==> config.mk <==
export PLATFORM = sky130hd
export DESIGN_NAME = pipe_hazard_ctrl
export DESIGN_NICKNAME = d
export VERILOG_FILES = /design/src/rtl/pipe_hazard_ctrl_pkg.sv /design/src/rtl/pipe_hazard_ctrl_fwd_unit.sv /design/src/rtl/pipe_hazard_ctrl.sv
export SDC_FILE = /design/constraint.sdc
export NUM_CORES = 1
export LEC_CHECK = 0
export ABC_AREA = 1
export CAP_MARGIN = 20
export CORE_UTILIZATION = 54
export CTS_BUF_LIST = sky130_fd_sc_hd__clkbuf_16
export CTS_CLUSTER_SIZE = 28
export DETAILED_ROUTE_END_ITERATION = 8
export DONT_BUFFER_PORTS = 1
export PLACE_DENSITY = 0.67
export SYNTH_ARGS = -nofsm -noshare
export SYNTH_HDL_FRONTEND = slang
export SYNTH_SLANG_ARGS = --single-unit
==> constraint.sdc <==
create_clock -name clk -period 3 [get_ports clk]
set_input_delay 0.6 -clock clk [delete_from_list [all_inputs] [get_ports clk]]
set_output_delay 0.6 -clock clk [all_outputs]
set_load 0.005 [all_outputs]
==> src/rtl/pipe_hazard_ctrl_pkg.sv <==
// pipe_hazard_ctrl_pkg
//   Shared definitions for the pipeline hazard controller:
//   - state_e   : sequencer FSM states (ST_RUN, ST_MEM_WAIT)
//   - FWD_*     : EX operand source select codes
//   - reg_match : "writer in some stage targets this source register" (x0 never matches)
package pipe_hazard_ctrl_pkg;

    typedef enum logic {
        ST_RUN      = 1'b0,
        ST_MEM_WAIT = 1'b1
    } state_e;

    localparam logic [1:0] FWD_RF  = 2'b00;
    localparam logic [1:0] FWD_WB  = 2'b01;
    localparam logic [1:0] FWD_MEM = 2'b10;

    // x0 is hardwired to zero, so a write to it can never create a dependency.
    function automatic logic reg_match(input logic       wr_en,
                                       input logic [4:0] rd,
                                       input logic [4:0] rs);
        return wr_en && (rd != 5'd0) && (rd == rs);
    endfunction

endpackage

==> src/rtl/pipe_hazard_ctrl_fwd_unit.sv <==
// pipe_hazard_ctrl_fwd_unit
//   Forwarding select for one EX-stage operand. Purely combinational.
//   Ports:
//     rs_ex         in  5  source register of the operand in EX
//     rd_mem/rd_wb  in  5  destination registers in MEM / WB
//     reg_write_mem in  1  MEM instruction writes the regfile
//     reg_write_wb  in  1  WB instruction writes the regfile
//     fwd_sel       out 2  FWD_MEM if MEM matches, else FWD_WB if WB matches, else FWD_RF
module pipe_hazard_ctrl_fwd_unit
    import pipe_hazard_ctrl_pkg::*;
(
    input  logic [4:0] rs_ex,
    input  logic [4:0] rd_mem,
    input  logic [4:0] rd_wb,
    input  logic       reg_write_mem,
    input  logic       reg_write_wb,
    output logic [1:0] fwd_sel
);

    // MEM holds the younger result, so it wins over WB.
    always_comb begin
        fwd_sel = FWD_RF;
        if (reg_match(reg_write_mem, rd_mem, rs_ex))
            fwd_sel = FWD_MEM;
        else if (reg_match(reg_write_wb, rd_wb, rs_ex))
            fwd_sel = FWD_WB;
    end

endmodule

==> src/rtl/pipe_hazard_ctrl.sv <==
// pipe_hazard_ctrl
//   Hold/flush sequencer for a 5-stage IF/ID/EX/MEM/WB pipeline.
//   Priority: data-memory wait > EX redirect > data hazard.
//   Build option: define FORWARD_EN to enable EX forwarding (only load-use stalls);
//   without it the fwd selects are tied to FWD_RF and every RAW against an EX/MEM
//   writer stalls until that writer reaches WB.
//   Ports:
//     clk, rst                          clock (rising), async active-high reset
//     rs1_id, rs2_id, rs1/rs2_used_id   ID-stage sources
//     rs1_ex, rs2_ex                    EX-stage sources
//     rd_ex/rd_mem/rd_wb, RegWrite_*    per-stage destination and write enable
//     MemRead_ex                        EX instruction is a load
//     mem_req_mem, dmem_ready           MEM data access and its completion
//     redirect_ex                       taken branch / jump resolved in EX
//     *_hold, *_flush                   pipeline register controls (combinational)
//     fwd_a_sel, fwd_b_sel              EX operand sources (combinational)
//     stall_cycles, flush_events        wrapping performance counters
//     mem_timeout                       sticky: dmem wait exceeded MEM_WAIT_MAX
module pipe_hazard_ctrl
    import pipe_hazard_ctrl_pkg::*;
#(
    parameter int CNT_W        = 32,
    parameter int MEM_WAIT_MAX = 15
) (
    input  logic             clk,
    input  logic             rst,
    input  logic [4:0]       rs1_id,
    input  logic [4:0]       rs2_id,
    input  logic             rs1_used_id,
    input  logic             rs2_used_id,
    input  logic [4:0]       rs1_ex,
    input  logic [4:0]       rs2_ex,
    input  logic [4:0]       rd_ex,
    input  logic [4:0]       rd_mem,
    input  logic [4:0]       rd_wb,
    input  logic             RegWrite_ex,
    input  logic             RegWrite_mem,
    input  logic             RegWrite_wb,
    input  logic             MemRead_ex,
    input  logic             mem_req_mem,
    input  logic             dmem_ready,
    input  logic             redirect_ex,
    output logic             pc_hold,
    output logic             if_id_hold,
    output logic             id_ex_hold,
    output logic             ex_mem_hold,
    output logic             if_id_flush,
    output logic             id_ex_flush,
    output logic             mem_wb_flush,
    output logic [1:0]       fwd_a_sel,
    output logic [1:0]       fwd_b_sel,
    output logic [CNT_W-1:0] stall_cycles,
    output logic [CNT_W-1:0] flush_events,
    output logic             mem_timeout
);

    localparam int WAIT_W = (MEM_WAIT_MAX < 2) ? 1 : $clog2(MEM_WAIT_MAX + 1);

    state_e            state;
    logic [WAIT_W-1:0] wait_cnt;
    logic              mem_wait;
    logic              raw_ex;
    logic              data_haz;
    logic [1:0]        fwd_a_raw;
    logic [1:0]        fwd_b_raw;

    // The wait condition is taken straight from the inputs so the very first
    // wait cycle already freezes the pipe; the FSM only tracks wait length.
    assign mem_wait = mem_req_mem && !dmem_ready;

    assign raw_ex = (reg_match(RegWrite_ex, rd_ex, rs1_id) && rs1_used_id) ||
                    (reg_match(RegWrite_ex, rd_ex, rs2_id) && rs2_used_id);

`ifdef FORWARD_EN
    // With forwarding only a load in EX is too late to bypass.
    assign data_haz = MemRead_ex && raw_ex;

    pipe_hazard_ctrl_fwd_unit u_fwd_a (
        .rs_ex         (rs1_ex),
        .rd_mem        (rd_mem),
        .rd_wb         (rd_wb),
        .reg_write_mem (RegWrite_mem),
        .reg_write_wb  (RegWrite_wb),
        .fwd_sel       (fwd_a_raw)
    );

    pipe_hazard_ctrl_fwd_unit u_fwd_b (
        .rs_ex         (rs2_ex),
        .rd_mem        (rd_mem),
        .rd_wb         (rd_wb),
        .reg_write_mem (RegWrite_mem),
        .reg_write_wb  (RegWrite_wb),
        .fwd_sel       (fwd_b_raw)
    );
`else
    logic raw_mem;
    logic unused_nofwd;

    // No bypass: ID waits until its producer has reached WB (write-before-read RF).
    // A load-use hazard is a special case of raw_ex.
    assign raw_mem = (reg_match(RegWrite_mem, rd_mem, rs1_id) && rs1_used_id) ||
                     (reg_match(RegWrite_mem, rd_mem, rs2_id) && rs2_used_id);
    assign data_haz  = raw_ex || raw_mem;
    assign fwd_a_raw = FWD_RF;
    assign fwd_b_raw = FWD_RF;
    assign unused_nofwd = ^{rs1_ex, rs2_ex, rd_wb, RegWrite_wb, MemRead_ex};
`endif

    // Pipeline controls. Everything is forced low while reset is asserted.
    always_comb begin
        pc_hold      = 1'b0;
        if_id_hold   = 1'b0;
        id_ex_hold   = 1'b0;
        ex_mem_hold  = 1'b0;
        if_id_flush  = 1'b0;
        id_ex_flush  = 1'b0;
        mem_wb_flush = 1'b0;
        fwd_a_sel    = FWD_RF;
        fwd_b_sel    = FWD_RF;
        if (!rst) begin
            fwd_a_sel = fwd_a_raw;
            fwd_b_sel = fwd_b_raw;
            if (mem_wait) begin
                // Freeze everything up to MEM, drain a bubble into WB. A branch
                // sitting in EX is frozen too and redirects once memory is done.
                pc_hold      = 1'b1;
                if_id_hold   = 1'b1;
                id_ex_hold   = 1'b1;
                ex_mem_hold  = 1'b1;
                mem_wb_flush = 1'b1;
            end else if (redirect_ex) begin
                // Squashing the ID instruction makes any stall it caused moot.
                if_id_flush = 1'b1;
                id_ex_flush = 1'b1;
            end else if (data_haz) begin
                pc_hold     = 1'b1;
                if_id_hold  = 1'b1;
                id_ex_flush = 1'b1;
            end
        end
    end

    // Wait-length FSM with sticky timeout.
    always_ff @(posedge clk or posedge rst) begin
        if (rst) begin
            state       <= ST_RUN;
            wait_cnt    <= '0;
            mem_timeout <= 1'b0;
        end else begin
            case (state)
                ST_RUN: begin
                    if (mem_wait) begin
                        state    <= ST_MEM_WAIT;
                        wait_cnt <= '0;
                    end
                end
                ST_MEM_WAIT: begin
                    if (dmem_ready) begin
                        state <= ST_RUN;
                    end else if (wait_cnt != WAIT_W'(MEM_WAIT_MAX)) begin
                        wait_cnt <= wait_cnt + 1'b1;
                        if (wait_cnt == WAIT_W'(MEM_WAIT_MAX - 1))
                            mem_timeout <= 1'b1;
                    end
                end
                default: state <= ST_RUN;
            endcase
        end
    end

    // if_id_flush is only ever raised by a serviced redirect.
    always_ff @(posedge clk or posedge rst) begin
        if (rst) begin
            stall_cycles <= '0;
            flush_events <= '0;
        end else begin
            if (pc_hold)
                stall_cycles <= stall_cycles + CNT_W'(1);
            if (if_id_flush)
                flush_events <= flush_events + CNT_W'(1);
        end
    end

endmodule
# Word-level counts from Yosys, hierarchy flattened
# Index checks and enable logic that the tools add are counted.
# classes
mux	18
n_lt_le_gt_ge	0
n_bitwise	2
n_addsub	3
shift	0
reduce_logical	19
eq_ne	9
n_mul	0
div	0
# ops
operator	n
adder 32 x 1 -> 32 bit, second input constant	2
equality test 5 bit	4
two-way mux 1 bit	13
two-way mux 4 bit	3
logical AND 1 bit	11
nonzero test 5 bit	2
case mux 4 bit (2 select lines)	1
adder 4 x 1 -> 4 bit, second input constant	1
equality test 4 bit, second input constant	1
!= test 2 bit, second input constant	2
!= test 4 bit, second input constant	1
AND reduction 4 bit	1
logical OR 1 bit	3
AND reduction 3 bit	1
!= test 2 x 1 -> 1 bit, second input constant	1
NOT 1 bit	2
case mux 1 bit (2 select lines)	1
zero test 1 bit	1
# totals
n_memories	0
rom_bits	0
latch_bits	0
regBits	70
ramBits	0
out_inout_bits	76

# Longest topological paths before layout
# depth
ltp_word	10
ltp_mapped	13
depth_no_buf	12

# Least setup slack after synthesis
# OpenSTA, ideal clock, no wires.
# synth_path
kind	input -> output
startpoint	input rst
endpoint	output if_id_flush
stages	4
setup_slack_ps	486
path_buffers	1
arrival_ps	1914
path_cell_list	inv_2 nand3_4 buf_6 inv_2
# synth_via
elab_chain_len	1
# synth_rtl
item	line_no	text
start: declaration	pipe_hazard_ctrl.sv:26	input logic rst,
two-way mux 1 bit	pipe_hazard_ctrl.sv:120	if (!rst) begin
end: declaration	pipe_hazard_ctrl.sv:47	output logic if_id_flush,
# No other way between the ends.

# Worst setup path in the final report
# layout_path
startpoint	input dmem_ready
endpoint	output pc_hold
# layout_via
elab_chain_len	4
# layout_rtl
item	line_no	text
start: declaration	pipe_hazard_ctrl.sv:41	input logic dmem_ready,
zero test 1 bit	pipe_hazard_ctrl.sv:69	assign mem_wait = mem_req_mem && !dmem_ready;
logical AND 1 bit	pipe_hazard_ctrl.sv:69	
two-way mux 1 bit (2 in series)	n/a	
end: declaration	pipe_hazard_ctrl.sv:43	output logic pc_hold,
# No other way between the ends.

==> reports/metrics.sh <==
CTS_BUFFER_DEPTH=2
NUMBER_OF_ENABLE_FLIP_FLOP_CELLS_AFTER_SYNTHESIS=0
IR_WORST_VDD_mV=0.341
GRT_USE_TOTAL=0.254
ROW_COUNT=33
TIMING.HOLD.WORST_PATH_DEPTH=1
HOLD_SP='dmem_ready'
FLOORPLAN.INITIALDENSITY=0.562
CTS_TREE='done'
YOSYS.CELL_TYPES.COUNT=35
PRE_REPAIR_DR_ITERATION_COUNT=4
SYNTH-SEQ-CELLS=70
NUMCTSBUFFERS=9
GRT.OVERFLOW.TOTAL=0
TIMING_HOLD_VIOLATIONS_FINAL=0
FINAL_MAX_SLEW_VIOL_COUNT=0
TIMING.CRITICAL_PATH.CELLS='inv_2, nand2_4, nor2_1, inv_1, buf_4, nand2_2'
DESIGN.PORTCOUNT=122
RR_WORST_DEPTH=10
CP.ARRIVAL_NS=1.49
SYN_INST=650
VIA_COUNT=3975
P_CLK_FRAC=0.464
PERIOD_SHARE=0.695
DRTANTENNAVIOLNETS=0
NUMCLOCKSINKS=70
CTS_SETUP_BUFFERS=0
CRITPATHLAUNCHTYPE='primary input'
RSZ0062_AT_GRT='false'
OUTCOME='finished clean'
POSTSYNTH.ASYNCRESETSHARE=1.00
WORST_SLEW_PIN_SLEW_NS=0.886
CRITICAL_PATH_ENDPOINT_CATEGORY='output port'
ANTENNA_FOUND_INITIAL=0
WORST-R2R-SETUP-SLACK_NS=1.14
TOTALWIRELENGTH_UM=10700
ROUTEDWLPERCELL_UM=14.1
CLK-INSERTION-DELAY-LATE_NS=0.33
NETLIST_AREA_BEFORE_PLACEMENT_UM2=4670
COMBPWRFRAC=0.100
GRT_FIRST_PASS_WIRELENGTH_UM=17800
CLOCKROOTBUFFER='sky130_fd_sc_hd__clkbuf_16'
DRT-VIAS-PER-INSTANCE=5.22
DETAIL_ROUTE.ITER0.VIOLATIONS=153
SYN_AVG_CELL_AREA_UM2=7.18
CRITICAL_PATH_CLASS='primary input to output port'
YOSYSWARNINGS=0
DIE_HEIGHT_UM=95.0
LEAKAGE_nW=2.61
DIE-WIDTH_UM=95.0
DRIVE_ABOVE_1_SHARE=0.0945
DIE_AREA_UM2=9020
SYNTHFLOPTYPE='sky130_fd_sc_hd__dfrtp_1'
PLACE_CONGESTION=0.882
WORST-ENDPOINT-REQUIRED_NS=2.40
TOTAL_OF_FILL_CELLS_IN_THE_FINISHED_DESIGN=758
POWER_SWITCHING_uW=689
WHS_ENDPOINT='state'
WORSTREG2REGSTART='stall_cycles[0]'
TIMING.FINAL.SETUP_VIOLATIONS=0
HPWLAFTERDP_UM=7830
POST-SYNTH-TOP-COUNT-CELL='sky130_fd_sc_hd__nand2_1'
SYNTH_TOP_CELLS_BY_COUNT='sky130_fd_sc_hd__nand2_1 (223), sky130_fd_sc_hd__dfrtp_1 (70), sky130_fd_sc_hd__inv_1 (63)'
FIN_TOTAL_PWR_mW=2.62
DRC_ERRORS=0
CTS.CLK_SLEW.WORST_PATHS_NS=0.05
CRITICAL_PATH_BUF_INV_COUNT=3
P_INT_mW=1.93
SWITCHING_SHARE=0.263
ANTENNA_CELLS_INSERTED=0
AREA_DELTA_SYNTH_FINAL_PCT=8.31
POST_SYNTH_MAIN_AREA_CONTRIBUTORS='sky130_fd_sc_hd__dfrtp_1 (38%), sky130_fd_sc_hd__nand2_1 (18%), sky130_fd_sc_hd__xor2_1 (6.9%), sky130_fd_sc_hd__nand3_1 (6.0%), sky130_fd_sc_hd__inv_1 (5.1%)'
FP.COREAREA_UM2=8300
CLOCK-SKEW-FINAL_NS=0.00815
CP_SLOWEST_CELL='sky130_fd_sc_hd__nor2_1'
BUFFER_PORTS.INSERTED=0
HOLDBUFCOUNTCTS=0
CRITPATHMAXFANOUT=33
SETUP_TOTAL_NEGATIVE_SLACK_NS=0
CTS_RESIZED=0
HOLD_CLASS='primary input to flip-flop'
MIN_CLOCK_PERIOD_POST_ROUTE_NS=2.09
CTS_MAX_LEVEL=3
GRT_PASS1_VIAS=3898
CLOCK.FMAX_MHz=480
SYNTHDOMINANTAREACELLTYPE='sky130_fd_sc_hd__dfrtp_1'
RELSLEWSLACK=0.410
SEQPWRFRAC=0.436
MAX_CAP_VIOLATIONS=0
PIN_COUNT_OF_THE_BIGGEST_NET_ENTERING_GLOBAL_ROUTING=71
SYNTH_LARGEST_TYPE_AREA_FRACTION=0.375
WORST_PATH_MAX_STAGE_DELAY_NS=0.29
REG2REG_TO='stall_cycles[26]'
P_PER_AREA_nW_PER_UM2=518
SYNTH-SEQ-AREA-SHARE=0.375
FINAL_NET_COUNT=701
CRITICAL-PATH-TOP-DELAY-FAMILY='simple AND/OR/NAND/NOR gates'
==> per-stage QoR <==
step / std cells / util / setup slack (ns) / instance area, um2 / hold WS, ns
after floorplan: 653 / - / 0.486 / 4680 / 0.460
after global placement: 745 / 0.568 / 0.908 / 4720 / 0.489
after detailed placement: 745 / 0.568 / 0.903 / 4720 / 0.507
after CTS: 761 / 0.609 / 0.904 / 5050 / 0.370
after global routing: 761 / 0.609 / 0.757 / 5050 / 0.371
final: 761 / 0.609 / 0.915 / 5050 / 0.374
==> cell usage in the layout, fill, tap and decap left out, types with 2 or more instances in the layout <==
cell type,n
sky130_fd_sc_hd__nand2_4,3
sky130_fd_sc_hd__nor2_1,59
sky130_fd_sc_hd__nor2_4,6
sky130_fd_sc_hd__xnor2_1,16
sky130_fd_sc_hd__ha_1,4
sky130_fd_sc_hd__nor2_2,4
sky130_fd_sc_hd__nor3b_1,2
sky130_fd_sc_hd__dfrtp_1,70
sky130_fd_sc_hd__bufinv_16,3
sky130_fd_sc_hd__clkbuf_16,9
sky130_fd_sc_hd__buf_4,4
sky130_fd_sc_hd__nand3_2,5
sky130_fd_sc_hd__conb_1,4
sky130_fd_sc_hd__nand3b_1,5
sky130_fd_sc_hd__nand2_1,223
sky130_fd_sc_hd__nor3_1,25
sky130_fd_sc_hd__inv_2,12
sky130_fd_sc_hd__inv_1,64
sky130_fd_sc_hd__nand2_2,6
sky130_fd_sc_hd__xor2_1,37
sky130_fd_sc_hd__nand4_1,11
sky130_fd_sc_hd__o21ai_1,2
sky130_fd_sc_hd__nor3_2,6
sky130_fd_sc_hd__nand3_1,56
sky130_fd_sc_hd__o21ai_0,9
==> worst max path at each step <==
stage / startpoint / depth (start not counted) / end / slack [ns]
4_1_cts: dmem_ready / 6 / pc_hold / 0.90
6_report: dmem_ready / 6 / pc_hold / 0.91
5_1_grt: dmem_ready / 6 / pc_hold / 0.76
3_3_place_gp: dmem_ready / 6 / pc_hold / 0.91
2_1_floorplan: rst / 4 / if_id_flush / 0.49
3_5_place_dp: dmem_ready / 6 / pc_hold / 0.90
==> power groups by stage <==
stage	registers (mW)	logic, mW	clock network [mW]
detailed placement	1.16	0.265	0
floorplan	1.13	0.230	0
CTS	1.14	0.266	1.23
global route	1.16	0.304	1.27
finish	1.14	0.263	1.21
global placement	1.15	0.255	0
==> flip-flops by register name, indices dropped and copies added (netlist names) <==
| register | count |
|---|---|
| mem_timeout | 1 |
| state | 1 |
| stall_cycles | 32 |
| flush_events | 32 |
| wait_cnt | 4 |
==> routing by layer <==
layer,track usage,vias to the layer above,part of all wire
li1,-,2026,-
met1,0.288,1820,0.41
met4,0.0997,0,0.021
met3,0.0805,19,0.074
met2,0.440,110,0.49
met5,0,-,0
==> final cells by class <==
| class | count | area (um2) | area share |
|---|---|---|---|
| Multi-Input combinational cell | 491 | 2520 | 0.499 |
| Clock buffer | 9 | 225 | 0.0446 |
| Inverter | 75 | 282 | 0.0557 |
| Tap cell | 105 | 131 | 0.0260 |
| Sequential cell | 70 | 1750 | 0.347 |
| Clock inverter | 7 | 114 | 0.0225 |
| Timing Repair Buffer | 4 | 30.0 | 0.00594 |
==> kinds of logic after synthesis <==
group	Yosys count	share of synthesized area
other	1	0.000804
AOI/OAI and AO/OA	14	0.0164
buffers and inverters	92	0.0869
and+or+nand+nor	416	0.410
xor gates and xnor gates	53	0.0995
DFF	70	0.375
adders and majority gates	4	0.0107
No activity file was read; power rests on OpenSTA's default activity.
